`config.mk`:
```
export PLATFORM = sky130hd
export DESIGN_NAME = sng_arbiter
export DESIGN_NICKNAME = d
export VERILOG_FILES = /design/src/rtl/sng_arbiter.sv
export SDC_FILE = /design/constraint.sdc
export NUM_CORES = 1
export LEC_CHECK = 0
export BUFFER_PORTS_ARGS = -buffer_cell sky130_fd_sc_hd__buf_2
export CORE_ASPECT_RATIO = 0.6
export CORE_UTILIZATION = 32
export CTS_CLUSTER_SIZE = 25
export DETAILED_ROUTE_END_ITERATION = 7
export SLEW_MARGIN = 0
export SYNTH_ARGS = -nofsm -noshare
export SYNTH_HDL_FRONTEND = slang
export SYNTH_SLANG_ARGS = --single-unit
```
`constraint.sdc`:
```
create_clock -name clk -period 2.65 [get_ports clk]
set_clock_uncertainty 0.15 [all_clocks]
set_input_delay 0.1325 -clock clk [delete_from_list [all_inputs] [get_ports clk]]
set_output_delay 0.1325 -clock clk [all_outputs]
set_load 0.01 [all_outputs]
```
`src/rtl/sng_arbiter.sv`:
```
// Round-robin burst arbiter that time-shares one stochastic number generator
// between NUM_REQ weight producers and registers each resulting bitstream.
module sng_arbiter #(
  parameter int NUM_REQ   = 4,
  parameter int BITSTREAM = 64,
  parameter int QUANT     = 8,
  localparam int IDW      = $clog2(NUM_REQ)
) (
  input  logic                     clk,
  input  logic                     rst_n,
  input  logic [NUM_REQ-1:0]       req_valid,
  input  logic [NUM_REQ*QUANT-1:0] req_data,
  input  logic [NUM_REQ-1:0]       req_last,
  output logic [NUM_REQ-1:0]       req_ready,
  output logic [QUANT-1:0]         sng_w_data,
  output logic                     sng_w_valid,
  output logic                     sng_r_ready,
  output logic                     sng_wlast,
  input  logic [BITSTREAM-1:0]     sng_r_bitstream,
  output logic                     out_valid,
  input  logic                     out_ready,
  output logic [BITSTREAM-1:0]     out_bitstream,
  output logic [IDW-1:0]           out_id,
  output logic [1:0]               out_phase,
  output logic                     out_last
);

  // state | meaning
  // IDLE  | arbitrate among requesters, no beat accepted
  // BURST | stream beats of the granted requester into the SNG
  typedef enum logic {IDLE, BURST} state_t;

  state_t         state, state_nxt;
  logic [IDW-1:0] grant, last_grant, pick;
  logic [IDW-1:0] idx;
  logic           found;
  logic [1:0]     phase;
  logic           any_req, slot_free, g_valid, g_last, acc;

  // Round-robin search starting just after the previous grant.
  always_comb begin
    pick  = '0;
    found = 1'b0;
    idx   = '0;
    for (int i = 1; i <= NUM_REQ; i++) begin
      idx = IDW'((int'(last_grant) + i) % NUM_REQ);
      if (!found && req_valid[idx]) begin
        found = 1'b1;
        pick  = idx;
      end
    end
  end

  assign any_req   = |req_valid;
  assign slot_free = !out_valid || out_ready;
  assign g_valid   = req_valid[grant];
  assign g_last    = req_last[grant];
  assign acc       = (state == BURST) && g_valid && slot_free;

  always_ff @(posedge clk or negedge rst_n) begin
    if (!rst_n) state <= IDLE;
    else        state <= state_nxt;
  end

  always_comb begin
    state_nxt   = state;
    req_ready   = '0;
    sng_w_data  = '0;
    sng_w_valid = 1'b0;
    sng_r_ready = 1'b0;
    sng_wlast   = 1'b0;
    case (state)
      IDLE: begin
        if (any_req) state_nxt = BURST;
      end
      BURST: begin
        req_ready[grant] = slot_free;
        sng_w_data       = req_data[int'(grant)*QUANT +: QUANT];
        sng_w_valid      = g_valid;
        sng_r_ready      = slot_free;
        sng_wlast        = acc && g_last;
        if (acc && g_last) state_nxt = IDLE;
      end
      default: state_nxt = IDLE;
    endcase
  end

  always_ff @(posedge clk or negedge rst_n) begin
    if (!rst_n) begin
      grant      <= '0;
      last_grant <= IDW'(NUM_REQ - 1);
    end else if (state == IDLE && any_req) begin
      grant      <= pick;
      last_grant <= pick;
    end
  end

  // Mirrors the SNG's internal k so each burst starts at phase 0.
  always_ff @(posedge clk or negedge rst_n) begin
    if (!rst_n)         phase <= 2'd0;
    else if (sng_wlast) phase <= 2'd0;
    else if (acc)       phase <= phase + 2'd1;
  end

  always_ff @(posedge clk or negedge rst_n) begin
    if (!rst_n) begin
      out_valid     <= 1'b0;
      out_bitstream <= '0;
      out_id        <= '0;
      out_phase     <= 2'd0;
      out_last      <= 1'b0;
    end else if (acc) begin
      out_valid     <= 1'b1;
      out_bitstream <= sng_r_bitstream;
      out_id        <= grant;
      out_phase     <= phase;
      out_last      <= g_last;
    end else if (out_ready) begin
      out_valid     <= 1'b0;
    end
  end

endmodule

```
## Word level (Yosys, flattened, before mapping)

Cells that the tools add are included.

| operators by class | value |
|---|---|
| reduce and logical (&&, ||, !) cells | 16 |
| bitwise operators | 2 |
| $lt $le $gt $ge | 6 |
| multiplexer cells | 33 |
| add/subtract/negate cells | 5 |
| shifts and indexed selects | 1 |

Operators with widths:

| operator | number |
|---|---|
| $shiftx A32 B6 Y8 | 1 |
| $mux W1 | 17 |
| $lt A2 B3 Y1 const B | 5 |
| $bmux W1 S2 | 6 |
| $mux W2 | 6 |
| $logic_and A1 B1 Y1 | 8 |
| $mux W8 | 1 |
| $add A2 B1 Y2 const B | 3 |
| $add A2 B2 Y2 const B | 2 |
| $and A4 B4 Y4 | 1 |
| $logic_not A1 Y1 | 4 |
| $mux W4 | 1 |
| $reduce_bool A2 Y1 | 2 |
| $reduce_or A4 Y1 | 1 |
| $demux W1 S2 | 1 |
| $ge A2 B1 Y1 const B | 1 |
| $pmux W1 S2 | 1 |
| $logic_or A1 B1 Y1 | 1 |
| $not A1 Y1 | 1 |

| storage, ports and cells | value |
|---|---|
| word-level logic and storage cells | 72 |
| output and inout port bits | 85 |
| input bits | 107 |
| register bits | 77 |

## Depth between registers and ports, before layout

| depth | value |
|---|---|
| depth after elaboration | 13 |
| gate-level depth with buffers | 8 |
| mapped depth without buffers | 5 |

## Worst setup path after synthesis

Ideal clock, no wire load.

| path | value |
|---|---|
| path type | register to register |
| start | reg grant[1] |
| end | reg out_bitstream[29] |
| path buffers | 4 |
| setup time | 116 ps |
| data required time | 2384 ps |
| period minus slack after synthesis | 1865 ps |
| stages on the path, launching flop included | 9 |
| arrival time | 1599 ps |
| path slack | 785 ps |
| cells stage by stage | dfrtp_1 > buf_6 > mux4_2 > and3_1 > clkbuf_1 > buf_6 > buf_6 > nand2_1 > nand2_1 |

| on the way | value |
|---|---|
| word-level cells in the longest chain between the ends | 4 |

Ends and longest elaborated chain:

| element | RTL line | RTL |
|---|---|---|
| from (decl) | 34 | `logic [IDW-1:0] grant, last_grant, pick;` |
| from (signal assigned) | 93 | `grant <= pick;` |
| $bmux W1 S2 | 56 | `assign g_valid = req_valid[grant];` |
| $mux W1 (implied by the code) | 56 |  |
| $logic_and A1 B1 Y1 (2 in series) | 58 | `assign acc = (state == BURST) && g_valid && slot_free;` |
| to (signal assigned) | 114 | `out_bitstream <= sng_r_bitstream;` |
| to (decl) | 22 | `output logic [BITSTREAM-1:0] out_bitstream,` |

Every way passes these cells. The select of a mux whose other input is x is not followed.
A chain may end at the register's enable or synchronous reset.

## Worst setup path after layout

| path | value |
|---|---|
| start | reg grant[1] |
| end | out sng_wlast |

| on the way | value |
|---|---|
| word-level cells in the longest chain between the ends | 6 |
| elaborated cells between the ends (all ways) | 8 |
| classes of those cells | 5 x mux; 3 x reduce/logical |

Ends and longest elaborated chain:

| element | RTL line | RTL |
|---|---|---|
| $bmux W1 S2 | 56 |  |
| $mux W1 (implied by the code) | 56 |  |
| $logic_and A1 B1 Y1 (2 in series) | 58 |  |
| $logic_and A1 B1 Y1 (*) | 81 | `sng_wlast = acc && g_last;` |
| $mux W1 (*) | 72 | `case (state)` |
| to (decl) | 18 | `output logic sng_wlast,` |

Mark *: on every way between the ends. The rest lies on a longest branch, timed or not. The select of a mux whose other input is x is not followed.

==> flow_metrics.py <==
metrics = {
    "setup_path": {
        "ff2ff_path_depth": 5,
        "rrSetupSlack_ps": 600,
        "worst_setup_path_end_kind": "output port",
        "critical_path_class": "register to output port",
        "cp-start-kind": "register",
        "r2r-start": "grant[1]",
        "crit_required_ps": 2370,
        "crit_arrival_ps": 2020,
        "crit_fanout": 30,
        "r2r-end": "out_bitstream[16]",
    },
    "min_path": {
        "hp-class": "primary input to register",
        "holdPathEnd": "last_grant[0]",
        "min_from": "req_valid[0]",
        "hold_depth": 3,
    },
    "sta": {
        "report.final.slew_viol_count": 0,
        "max_freq_mhz": 435,
        "finalSetupViolCount": 0,
        "fin_ws_ps": 349,
        "relSlewSlack": 0.360,
        "grt_setup_unrepaired": "no",
        "setup_tns_ps": 0,
        "period_minus_slack_ps": 2300,
        "finalHoldViolCount": 0,
        "tightest_slew_ps": 960,
        "finalCritPeriodShare": 0.868,
    },
    "clock_tree": {
        "clock_latency_ps": 330,
        "postCtsResizedCells": 0,
        "cts_buffers": 9,
        "cts_setup_buffers": 0,
        "path_clk_slew_ps": 60,
        "cts_tree": "built",
        "max-clock-path-buffers": 2,
        "cts.sinks": 77,
        "cts-root-buf": "clkbuf_16",
        "cts_htree_levels": 3,
    },
    "route": {
        "num_vias": 3327,
        "drc": 0,
        "wl_mm": 9.70,
        "dr.pass1.iters": 4,
        "wire_per_inst_um": 12.9,
        "vias_per_cell": 4.42,
        "drt.antenna.violating_nets": 0,
        "drt-initial-drc-count": 156,
    },
    "placement": {
        "place.gp.congestion": 0.804,
        "place_ws_ps": 609,
        "hpwl_mm": 6.51,
        "port_buffers": 191,
    },
    "yosys": {
        "synth_area_per_cell_um2": 9.22,
        "yosysTopAreaCell": "dfrtp_1",
        "syn_inst": 363,
        "synth_ff_type": "dfrtp_1",
        "ys_warn_count": 0,
        "ys_top_cells_by_area": "dfrtp_1, nand2_1, mux4_2",
        "ys_types": 32,
        "synth_nets": 470,
        "yosysTopAreaCellShare": 0.561,
        "ys_async_sr_fraction": 1.00,
        "synth-seq-cells": 77,
        "syn-cell-area_um2": 3350,
        "synth_seq_area_share": 0.576,
        "synth_edf_count": 0,
    },
    "power": {
        "peakVddDrop_mv": 0.491,
        "internal_power_mw": 3.59,
        "p_comb_frac": 0.467,
        "p_leak_nw": 2.99,
        "power_mw": 5.97,
        "seq_power_share": 0.350,
        "powerDensity_nw_per_um2": 1120,
        "switchingPower_mw": 2.38,
        "power.share.switching": 0.398,
        "pwr-share-clk": 0.183,
    },
    "cells_and_area": {
        "final_common_cell": "nand2_1",
        "drive_gt1_frac": 0.369,
        "n_antenna_cell": 0,
        "fillers": 937,
        "fin_util": 0.533,
        "synthToLayoutAreaGrowth_pct": 59.4,
        "fin_nets": 721,
        "mostFrequentLayoutCells": "nand2_1, buf_2, dfrtp_1",
    },
    "floorplanning": {
        "num_rows": 28,
        "fp.dieW_um": 134,
        "core_um2": 10000,
        "die_h_um": 81.2,
        "start_util": 0.334,
        "fp.dieArea_um2": 10900,
        "io-pin-count": 192,
    },
    "grt": {
        "overflow": 0,
        "grt_pass1_wl_mm": 15.4,
        "track_usage": 0.182,
        "grt_max_degree": 78,
        "antenna_found_initial": 0,
        "first_global_vias": 3208,
    },
    "run_status": {
        "status": "completed",
    },
    "run": {
        "drv_cap": 0,
    },
}
## state kept, by name, indices dropped and copies added (netlist names)
register and cells:
state 1, out_last 1, grant 2, out_phase 2
out_id 2, out_bitstream 64, last_grant 2, phase 2
out_valid 1
## through the flow
step	hold slack, ps	area [um2]	std cells
after global placement	171	4410	672
after detailed placement	180	4410	672
after floorplan	-313	3350	363
after CTS	34.0	5340	753
final	53.5	5340	753
after global routing	64.9	5340	753
## cells in the mapped netlist, types with 2 or more instances
cell        n
nor3_1      2
nand2_1   207
buf_6       5
a21oi_1     2
dfstp_2     2
dfrtp_1    75
clkbuf_1    7
o21ai_0     3
nand2b_1    2
a21o_1      4
buf_2       9
and3_1      2
and2_1      8
mux4_2     10
inv_1       5
nor2_1      4
## critical path, stage by stage (launching register included)
cell	delay [ps]
dfrtp_1	360
mux4_2	540
and3_2	440
nand2_2	190
inv_2	40
buf_2	130
## cell type report
| type | count | area, um2 | area share |
|---|---|---|---|
| Multi-Input combinational cell | 259 | 1270 | 0.239 |
| Clock buffer | 10 | 239 | 0.0448 |
| Inverter | 6 | 22.5 | 0.00422 |
| Sequential cell | 77 | 1930 | 0.362 |
| Tap cell | 135 | 169 | 0.0317 |
| Timing Repair Buffer | 261 | 1670 | 0.314 |
| Clock inverter | 5 | 27.5 | 0.00516 |
## layer usage
| layer | share of wire | up-vias | GRT usage |
|---|---|---|---|
| met3 | 0.084 | 13 | 0.0637 |
| met2 | 0.43 | 141 | 0.277 |
| met1 | 0.47 | 1534 | 0.242 |
| met4 | 0.012 | 0 | 0.0618 |
| met5 | 0 | - | 0 |
| li1 | - | 1639 | - |
## what timing repair did
item | 4_1_cts | 5_1_grt
hold buffers | 66 | 0
endpoints found under the hold margin | 140 | 0
setup endpoints to repair | 0 | 0
## how the worst max path moves through the flow
stage | startpoint | slack [ps] | end
after floorplan | grant[1] | 780 | out_bitstream[29]
after global placement | grant[1] | 650 | out_bitstream[55]
after detailed placement | grant[1] | 610 | out_bitstream[16]
after CTS | grant[1] | 310 | sng_wlast
after global routing | state | 230 | sng_wlast
final | grant[1] | 350 | sng_wlast
## power by group through the flow
stage	Clock [mW]	Sequential (mW)	Combinational, mW
final	1.09	2.09	2.79
after global routing	1.19	2.16	3.13
after CTS	1.14	2.09	2.82
after detailed placement	0	2.09	2.75
after global placement	0	2.07	2.69
after floorplan	0	2.30	1.49
## kinds of logic (layout without fill, tap and decap cells)
logic type | Yosys count | in the layout | synth area share
buf+inv | 27 | 282 | 0.0448
mux | 12 | 12 | 0.0736
flops | 77 | 77 | 0.576
simple gates | 231 | 231 | 0.273
compound gates | 16 | 16 | 0.0321
No activity file was read; power rests on OpenSTA's default activity.
